`config.mk`:
```
export PLATFORM = sky130hd
export DESIGN_NAME = rx_resp_arbiter
export DESIGN_NICKNAME = d
export VERILOG_FILES = /design/src/rtl/rx_resp_arbiter.sv
export SDC_FILE = /design/constraint.sdc
export NUM_CORES = 1
export LEC_CHECK = 0
export BUFFER_PORTS_ARGS = -buffer_cell sky130_fd_sc_hd__buf_2
export CORE_MARGIN = 5
export CORE_UTILIZATION = 25
export DETAILED_ROUTE_END_ITERATION = 8
export GPL_ROUTABILITY_DRIVEN = 0
export PLACE_DENSITY_LB_ADDON = 0.3
export SLEW_MARGIN = 20
export SYNTH_ARGS = -nofsm -noshare
export SYNTH_HDL_FRONTEND = slang
export SYNTH_SLANG_ARGS = --single-unit
```
`constraint.sdc`:
```
create_clock -name clk -period 2.53 [get_ports clk]
set_clock_uncertainty 0.15 [all_clocks]
set_input_delay 0.759 -clock clk [delete_from_list [all_inputs] [get_ports clk]]
set_output_delay 0.759 -clock clk [all_outputs]
set_load 0.02 [all_outputs]
```
`src/rtl/rx_resp_arbiter.sv`:
```
// Response arbiter: per-channel tag FIFOs pair op_ids with completions, one hold
// slot per channel, one output register. Define RX_RR_ARB_EN for round-robin, else fixed priority.
module rx_resp_arbiter #(
  parameter int NUM_SW_INST = 5,
  parameter int W_WIDTH     = 8,
  parameter int ID_WIDTH    = 8,
  parameter int FIFO_DEPTH  = 4,
  localparam int CH_W       = (NUM_SW_INST > 1) ? $clog2(NUM_SW_INST) : 1
) (
  input  logic                           clk,
  input  logic                           rst_n,
  input  logic [NUM_SW_INST-1:0]         sel_en,
  input  logic [ID_WIDTH-1:0]            op_id,
  input  logic [NUM_SW_INST-1:0]         ack,
  input  logic [NUM_SW_INST*W_WIDTH-1:0] rd_data,
  input  logic                           out_ready,
  output logic [NUM_SW_INST-1:0]         sw_busy,
  output logic                           out_valid,
  output logic [W_WIDTH-1:0]             rd_data_out,
  output logic [ID_WIDTH-1:0]            op_id_out,
  output logic [CH_W-1:0]                ch_out,
  output logic [NUM_SW_INST-1:0]         err_ovf,
  output logic [NUM_SW_INST-1:0]         err_unexp
);

  localparam int PTR_W = $clog2(FIFO_DEPTH);
  localparam int CNT_W = PTR_W + 1;

  logic [ID_WIDTH-1:0]    r_mem       [NUM_SW_INST][FIFO_DEPTH];
  logic [PTR_W-1:0]       r_wr_ptr    [NUM_SW_INST];
  logic [PTR_W-1:0]       r_rd_ptr    [NUM_SW_INST];
  logic [CNT_W-1:0]       r_cnt       [NUM_SW_INST];
  logic [NUM_SW_INST-1:0] r_busy;
  logic [NUM_SW_INST-1:0] r_err_ovf;
  logic [NUM_SW_INST-1:0] r_err_unexp;
  logic [NUM_SW_INST-1:0] r_hold_vld;
  logic [ID_WIDTH-1:0]    r_hold_id   [NUM_SW_INST];
  logic [W_WIDTH-1:0]     r_hold_data [NUM_SW_INST];
  logic                   r_out_valid;
  logic [W_WIDTH-1:0]     r_out_data;
  logic [ID_WIDTH-1:0]    r_out_id;
  logic [CH_W-1:0]        r_out_ch;

  logic [NUM_SW_INST-1:0] w_full;
  logic [NUM_SW_INST-1:0] w_empty;
  logic [NUM_SW_INST-1:0] w_pop;
  logic [NUM_SW_INST-1:0] w_push;
  logic [NUM_SW_INST-1:0] w_drain;
  logic [NUM_SW_INST-1:0] w_hold_load;
  logic [NUM_SW_INST-1:0] w_err_ovf;
  logic [NUM_SW_INST-1:0] w_err_unexp;
  logic [CNT_W-1:0]       w_cnt_nxt   [NUM_SW_INST];
  logic [ID_WIDTH-1:0]    w_head      [NUM_SW_INST];
  logic                   w_out_load;
  logic                   w_grant_vld;
  logic [CH_W-1:0]        w_grant_idx;

  // Output handshake: a response transfers on a cycle where out_valid && out_ready;
  // the output register only reloads when it is empty or transferring, so it holds
  // steady under backpressure.
  assign w_out_load = ~r_out_valid | out_ready;

`ifdef RX_RR_ARB_EN
  logic [CH_W-1:0] r_rr_ptr;

  // Search starts at r_rr_ptr; the smallest offset with a valid hold wins.
  always_comb begin
    logic [CH_W:0] v_sum;
    w_grant_vld = 1'b0;
    w_grant_idx = '0;
    v_sum       = '0;
    for (int k = NUM_SW_INST - 1; k >= 0; k--) begin
      v_sum = {1'b0, r_rr_ptr} + (CH_W + 1)'(k);
      if (v_sum >= (CH_W + 1)'(NUM_SW_INST)) v_sum = v_sum - (CH_W + 1)'(NUM_SW_INST);
      if (r_hold_vld[v_sum[CH_W-1:0]]) begin
        w_grant_vld = 1'b1;
        w_grant_idx = v_sum[CH_W-1:0];
      end
    end
  end

  always_ff @(posedge clk or negedge rst_n) begin
    if (!rst_n) begin
      r_rr_ptr <= '0;
    end else if (w_out_load && w_grant_vld) begin
      if (w_grant_idx == CH_W'(NUM_SW_INST - 1)) r_rr_ptr <= '0;
      else                                       r_rr_ptr <= w_grant_idx + CH_W'(1);
    end
  end
`else
  // Fixed priority: descending scan so the lowest valid index is the last write.
  always_comb begin
    w_grant_vld = 1'b0;
    w_grant_idx = '0;
    for (int i = NUM_SW_INST - 1; i >= 0; i--) begin
      if (r_hold_vld[i]) begin
        w_grant_vld = 1'b1;
        w_grant_idx = CH_W'(i);
      end
    end
  end
`endif

  always_comb begin
    for (int i = 0; i < NUM_SW_INST; i++) begin
      w_full[i]      = (r_cnt[i] == CNT_W'(FIFO_DEPTH));
      w_empty[i]     = (r_cnt[i] == '0);
      w_head[i]      = r_mem[i][r_rd_ptr[i]];
      // A same-cycle push never makes an ack acceptable.
      w_pop[i]       = ack[i] & ~w_empty[i];
      w_push[i]      = sel_en[i] & (~w_full[i] | w_pop[i]);
      w_drain[i]     = w_out_load & w_grant_vld & (w_grant_idx == CH_W'(i));
      w_hold_load[i] = w_pop[i] & (~r_hold_vld[i] | w_drain[i]);
      w_err_ovf[i]   = sel_en[i] & w_full[i] & ~w_pop[i];
      w_err_unexp[i] = (ack[i] & w_empty[i]) | (w_pop[i] & r_hold_vld[i] & ~w_drain[i]);
      w_cnt_nxt[i]   = r_cnt[i] + CNT_W'(w_push[i]) - CNT_W'(w_pop[i]);
    end
  end

  // Tag storage carries no reset; only the pointers and count define its contents.
  always_ff @(posedge clk) begin
    for (int i = 0; i < NUM_SW_INST; i++) begin
      if (w_push[i]) r_mem[i][r_wr_ptr[i]] <= op_id;
    end
  end

  always_ff @(posedge clk or negedge rst_n) begin
    if (!rst_n) begin
      r_busy      <= '0;
      r_err_ovf   <= '0;
      r_err_unexp <= '0;
      r_hold_vld  <= '0;
      for (int i = 0; i < NUM_SW_INST; i++) begin
        r_wr_ptr[i]    <= '0;
        r_rd_ptr[i]    <= '0;
        r_cnt[i]       <= '0;
        r_hold_id[i]   <= '0;
        r_hold_data[i] <= '0;
      end
    end else begin
      r_err_ovf   <= w_err_ovf;
      r_err_unexp <= w_err_unexp;
      for (int i = 0; i < NUM_SW_INST; i++) begin
        if (w_push[i]) r_wr_ptr[i] <= r_wr_ptr[i] + PTR_W'(1);
        if (w_pop[i])  r_rd_ptr[i] <= r_rd_ptr[i] + PTR_W'(1);
        r_cnt[i]  <= w_cnt_nxt[i];
        r_busy[i] <= (w_cnt_nxt[i] != '0);
        if (w_hold_load[i]) begin
          r_hold_vld[i]  <= 1'b1;
          r_hold_id[i]   <= w_head[i];
          r_hold_data[i] <= rd_data[i*W_WIDTH +: W_WIDTH];
        end else if (w_drain[i]) begin
          r_hold_vld[i] <= 1'b0;
        end
      end
    end
  end

  always_ff @(posedge clk or negedge rst_n) begin
    if (!rst_n) begin
      r_out_valid <= 1'b0;
      r_out_data  <= '0;
      r_out_id    <= '0;
      r_out_ch    <= '0;
    end else if (w_out_load) begin
      r_out_valid <= w_grant_vld;
      if (w_grant_vld) begin
        r_out_data <= r_hold_data[w_grant_idx];
        r_out_id   <= r_hold_id[w_grant_idx];
        r_out_ch   <= w_grant_idx;
      end
    end
  end

  assign sw_busy     = r_busy;
  assign err_ovf     = r_err_ovf;
  assign err_unexp   = r_err_unexp;
  assign out_valid   = r_out_valid;
  assign rd_data_out = r_out_data;
  assign op_id_out   = r_out_id;
  assign ch_out      = r_out_ch;

endmodule

```
==> metrics.yaml <==
drt_first_pass_iters: 4
timing.critical_path.fanout_max: 2
failed_checks: "negative setup slack"
h-tree-depth: 2
placement_rows: 82
numPlacedInstances: 1566
setup-tns-final_ns: -0.0307
finish.instance_area_um2: 16000
crit_path_start: "r_cnt[3]"
post-route-drc-count: 0
synthCells: 780
floorplan.die_area_um2: 55600
tightestPinTransition_ns: 0.920
critical_path.cell_chain: "or3_4 > and2_4 > ha_4 > inv_2 > ha_4 > fa_2 > xor2_1 > xnor2_1 > or3_1"
dpl_cell_area_um2: 14500
ff_latch_count_synth: 315
final-max-slew-violation-count: 0
layout-drive-gt1-share_pct: 39.5
die-height_um: 236
num_vias: 6959
irDropWorstVdd_mv: 0.443
fraction_of_the_yosys_area_taken_by_sequential_cells_pct: 68.1
finalCriticalPeriod_ns: 2.56
floorplan.initialDensity_pct: 25.4
crit_path_max_incr_delay_ns: 0.39
track_usage_pct: 11.0
clock_pin_slew_on_the_worst_setup_and_hold_paths_ns: 0.06
syn_to_final_growth_pct: 25.4
slowest_stage: "sky130_fd_sc_hd__or3_4"
worstSkewPairLatency_ns: 0.54
numCtsBuffers: 37
layout.cells.most_common_list: "160 x sky130_fd_sc_hd__edfxtp_1, 155 x sky130_fd_sc_hd__dfrtp_1, 94 x sky130_fd_sc_hd__buf_2"
final_util_pct: 31.8
timing.setup.critical_path_class: "reg2reg"
hold_buffers: 0
coreArea_um2: 50300
achievable_clock_frequency_ghz: 0.391
leakage_nw: 6.37
cp.arrival_ns: 2.83
worst_r2r_endpoint: "sw_busy[3]"
dp_worst_setup_slack_ns: -0.329
max_cap_check_violation_count: 0
grt_first_pass_wirelength_mm: 46.5
cp-end-kind: "flip-flop"
route.detailed.wl_per_inst_um: 18.8
status: "complete, but fails checks"
max_slew_margin_pct: 38.0
numPortBuffers: 95
cts_tree: "done"
critical_path_capture_point: "sw_busy[3]"
overflow: 0
cts_max_path_buffers: 3
hold_viol_final: 0
timing.hold.worst.class: "in2async"
reg2regPathDepth: 9
number_of_antenna_violations_at_the_first_check_in_global_routing: 2
first_global_vias: 7280
synth-edff-count: 160
crit_top_cell: "sky130_fd_sc_hd__ha_4"
layoutNonFillerInstCount: 1639
synth_area_leaders: "sky130_fd_sc_hd__edfxtp_1 38%, sky130_fd_sc_hd__dfrtp_1 30%, sky130_fd_sc_hd__mux4_2 7.1%"
diodes: 0
post_route_worst_setup_slack_ns: -0.0307
avgSynthCellArea_um2: 16.4
dp_hpwl_mm: 21.3
routed_wl_mm: 30.8
power_density_nw_per_um2: 1160
crit_path_start_kind: "flip-flop"
synthDominantAreaCellType: "sky130_fd_sc_hd__edfxtp_1"
cts.sinks: 315
r2r_start: "r_cnt[3]"
ys_warn_count: 0
detailed_router_s_first_iteration_violation_count: 403
postSynthNetCount: 876
part_of_the_cycle_the_worst_path_needs_pct: 101
grt_setup_unrepaired: "true"
most_frequent_standard_cell_in_the_layout_excluding_fill_and_tap_cells: "sky130_fd_sc_hd__edfxtp_1"
synth.lib_cells_used.distinct: 43
viasPerCell: 4.25
post_synth_instance_area_um2: 12800
num-nets-final: 1034
die_w_um: 236
clock-root-buffer: "sky130_fd_sc_hd__clkbuf_16"
dominantRegCellSynth: "sky130_fd_sc_hd__edfxtp_1"
slack_of_the_worst_reg_to_reg_path_ns: -0.03
synthArstFlopShare_pct: 49.2
grt_start_max_net_pins: 51
postRouteAntennaNets: 0
report.power.total_mw: 18.6
whs_ns: 0.0166
finalSetupViolations: 1
synth_largest_type_area_fraction_pct: 37.7
worstPathRequired_ns: 2.80
ioPinCount: 96
==> registers in the layout (all words and copies together) (netlist names) <==
register / cells
r_mem: 160
r_hold_data: 40
r_hold_id: 40
r_cnt: 15
r_rd_ptr: 10
r_wr_ptr: 10
op_id_out: 8
rd_data_out: 8
err_ovf: 5
err_unexp: 5
r_hold_vld: 5
sw_busy: 5
ch_out: 3
out_valid: 1
==> how the worst min path moves through the flow <==
stage                          startpoint        endpoint  slack [ns]
final                               rst_n      err_ovf[3]        0.02
after global routing                rst_n      err_ovf[3]        0.05
after CTS                           rst_n      err_ovf[3]        0.03
after detailed placement  r_hold_data[28]  rd_data_out[4]        0.31
after global placement    r_hold_data[28]  rd_data_out[4]        0.30
after floorplan             r_hold_id[24]    op_id_out[0]        0.29
==> Yosys cell counts (3+ instances only) <==
| master | count |
|---|---|
| sky130_fd_sc_hd__nand2b_1 | 5 |
| sky130_fd_sc_hd__xor2_1 | 10 |
| sky130_fd_sc_hd__xnor2_1 | 15 |
| sky130_fd_sc_hd__clkbuf_1 | 23 |
| sky130_fd_sc_hd__buf_2 | 4 |
| sky130_fd_sc_hd__buf_1 | 5 |
| sky130_fd_sc_hd__o21ai_0 | 23 |
| sky130_fd_sc_hd__edfxtp_1 | 160 |
| sky130_fd_sc_hd__ha_1 | 30 |
| sky130_fd_sc_hd__buf_6 | 3 |
| sky130_fd_sc_hd__and2_1 | 29 |
| sky130_fd_sc_hd__a22oi_1 | 31 |
| sky130_fd_sc_hd__a21boi_0 | 4 |
| sky130_fd_sc_hd__buf_4 | 4 |
| sky130_fd_sc_hd__mux2_4 | 10 |
| sky130_fd_sc_hd__a21oi_1 | 4 |
| sky130_fd_sc_hd__nor4b_1 | 5 |
| sky130_fd_sc_hd__nand2_1 | 64 |
| sky130_fd_sc_hd__inv_1 | 31 |
| sky130_fd_sc_hd__mux2_2 | 70 |
| sky130_fd_sc_hd__nand3_1 | 15 |
| sky130_fd_sc_hd__dfrtp_1 | 155 |
| sky130_fd_sc_hd__mux4_2 | 40 |
| sky130_fd_sc_hd__or3_1 | 10 |
| sky130_fd_sc_hd__fa_1 | 5 |
| sky130_fd_sc_hd__nor2b_1 | 8 |
==> final cells by class <==
type                            instances  area [um^2]
Fill cell                            4984        34300
Sequential cell                       315         8680
Multi-Input combinational cell        394         4010
Timing Repair Buffer                  159         1100
Clock buffer                           53         1060
Tap cell                              672          841
Clock inverter                         15          194
Inverter                               31          116
==> repair_timing <==
item | CTS | global route
pin swaps | 6 | 17
resized for setup | 10 | 25
buffers inserted | 0 | 5
setup endpoints to repair | 4 | 5
==> worst max-delay path, delay by kind of cell (launching register included) <==
family                     cells  cell delay (ns)
and+or+nand+nor                3             0.86
DFF                            1             0.38
xor gates and xnor gates       2             0.28
adders and majority gates      3             0.74
buffers and inverters          1             0.04
==> metal layers <==
metal  up-vias  GRT usage, %  share of wire (%)
li1       3177             -                  -
met5         -             0              0.068
met4         4          2.46                1.6
met3        42          2.99                5.9
met2       162          16.7                 46
met1      3574          15.6                 47
==> kinds of logic after synthesis <==
family,after synthesis,share of synthesized area (%)
DFF,315,68.1
and+or+nand+nor,146,6.05
muxes,120,14.4
buffers and inverters,71,2.43
AOI/OAI and AO/OA,68,3.58
adders and majority gates,35,3.73
xor gates and xnor gates,25,1.72
==> power by group <==
part / leakage [nW] / internal (mW) / switching [mW]
combinational: 2.45 / 2.60 / 2.35
clock: 0.607 / 3.35 / 2.15
sequential: 3.31 / 7.02 / 1.12
Note: power is estimated with default switching activity, not from simulation.
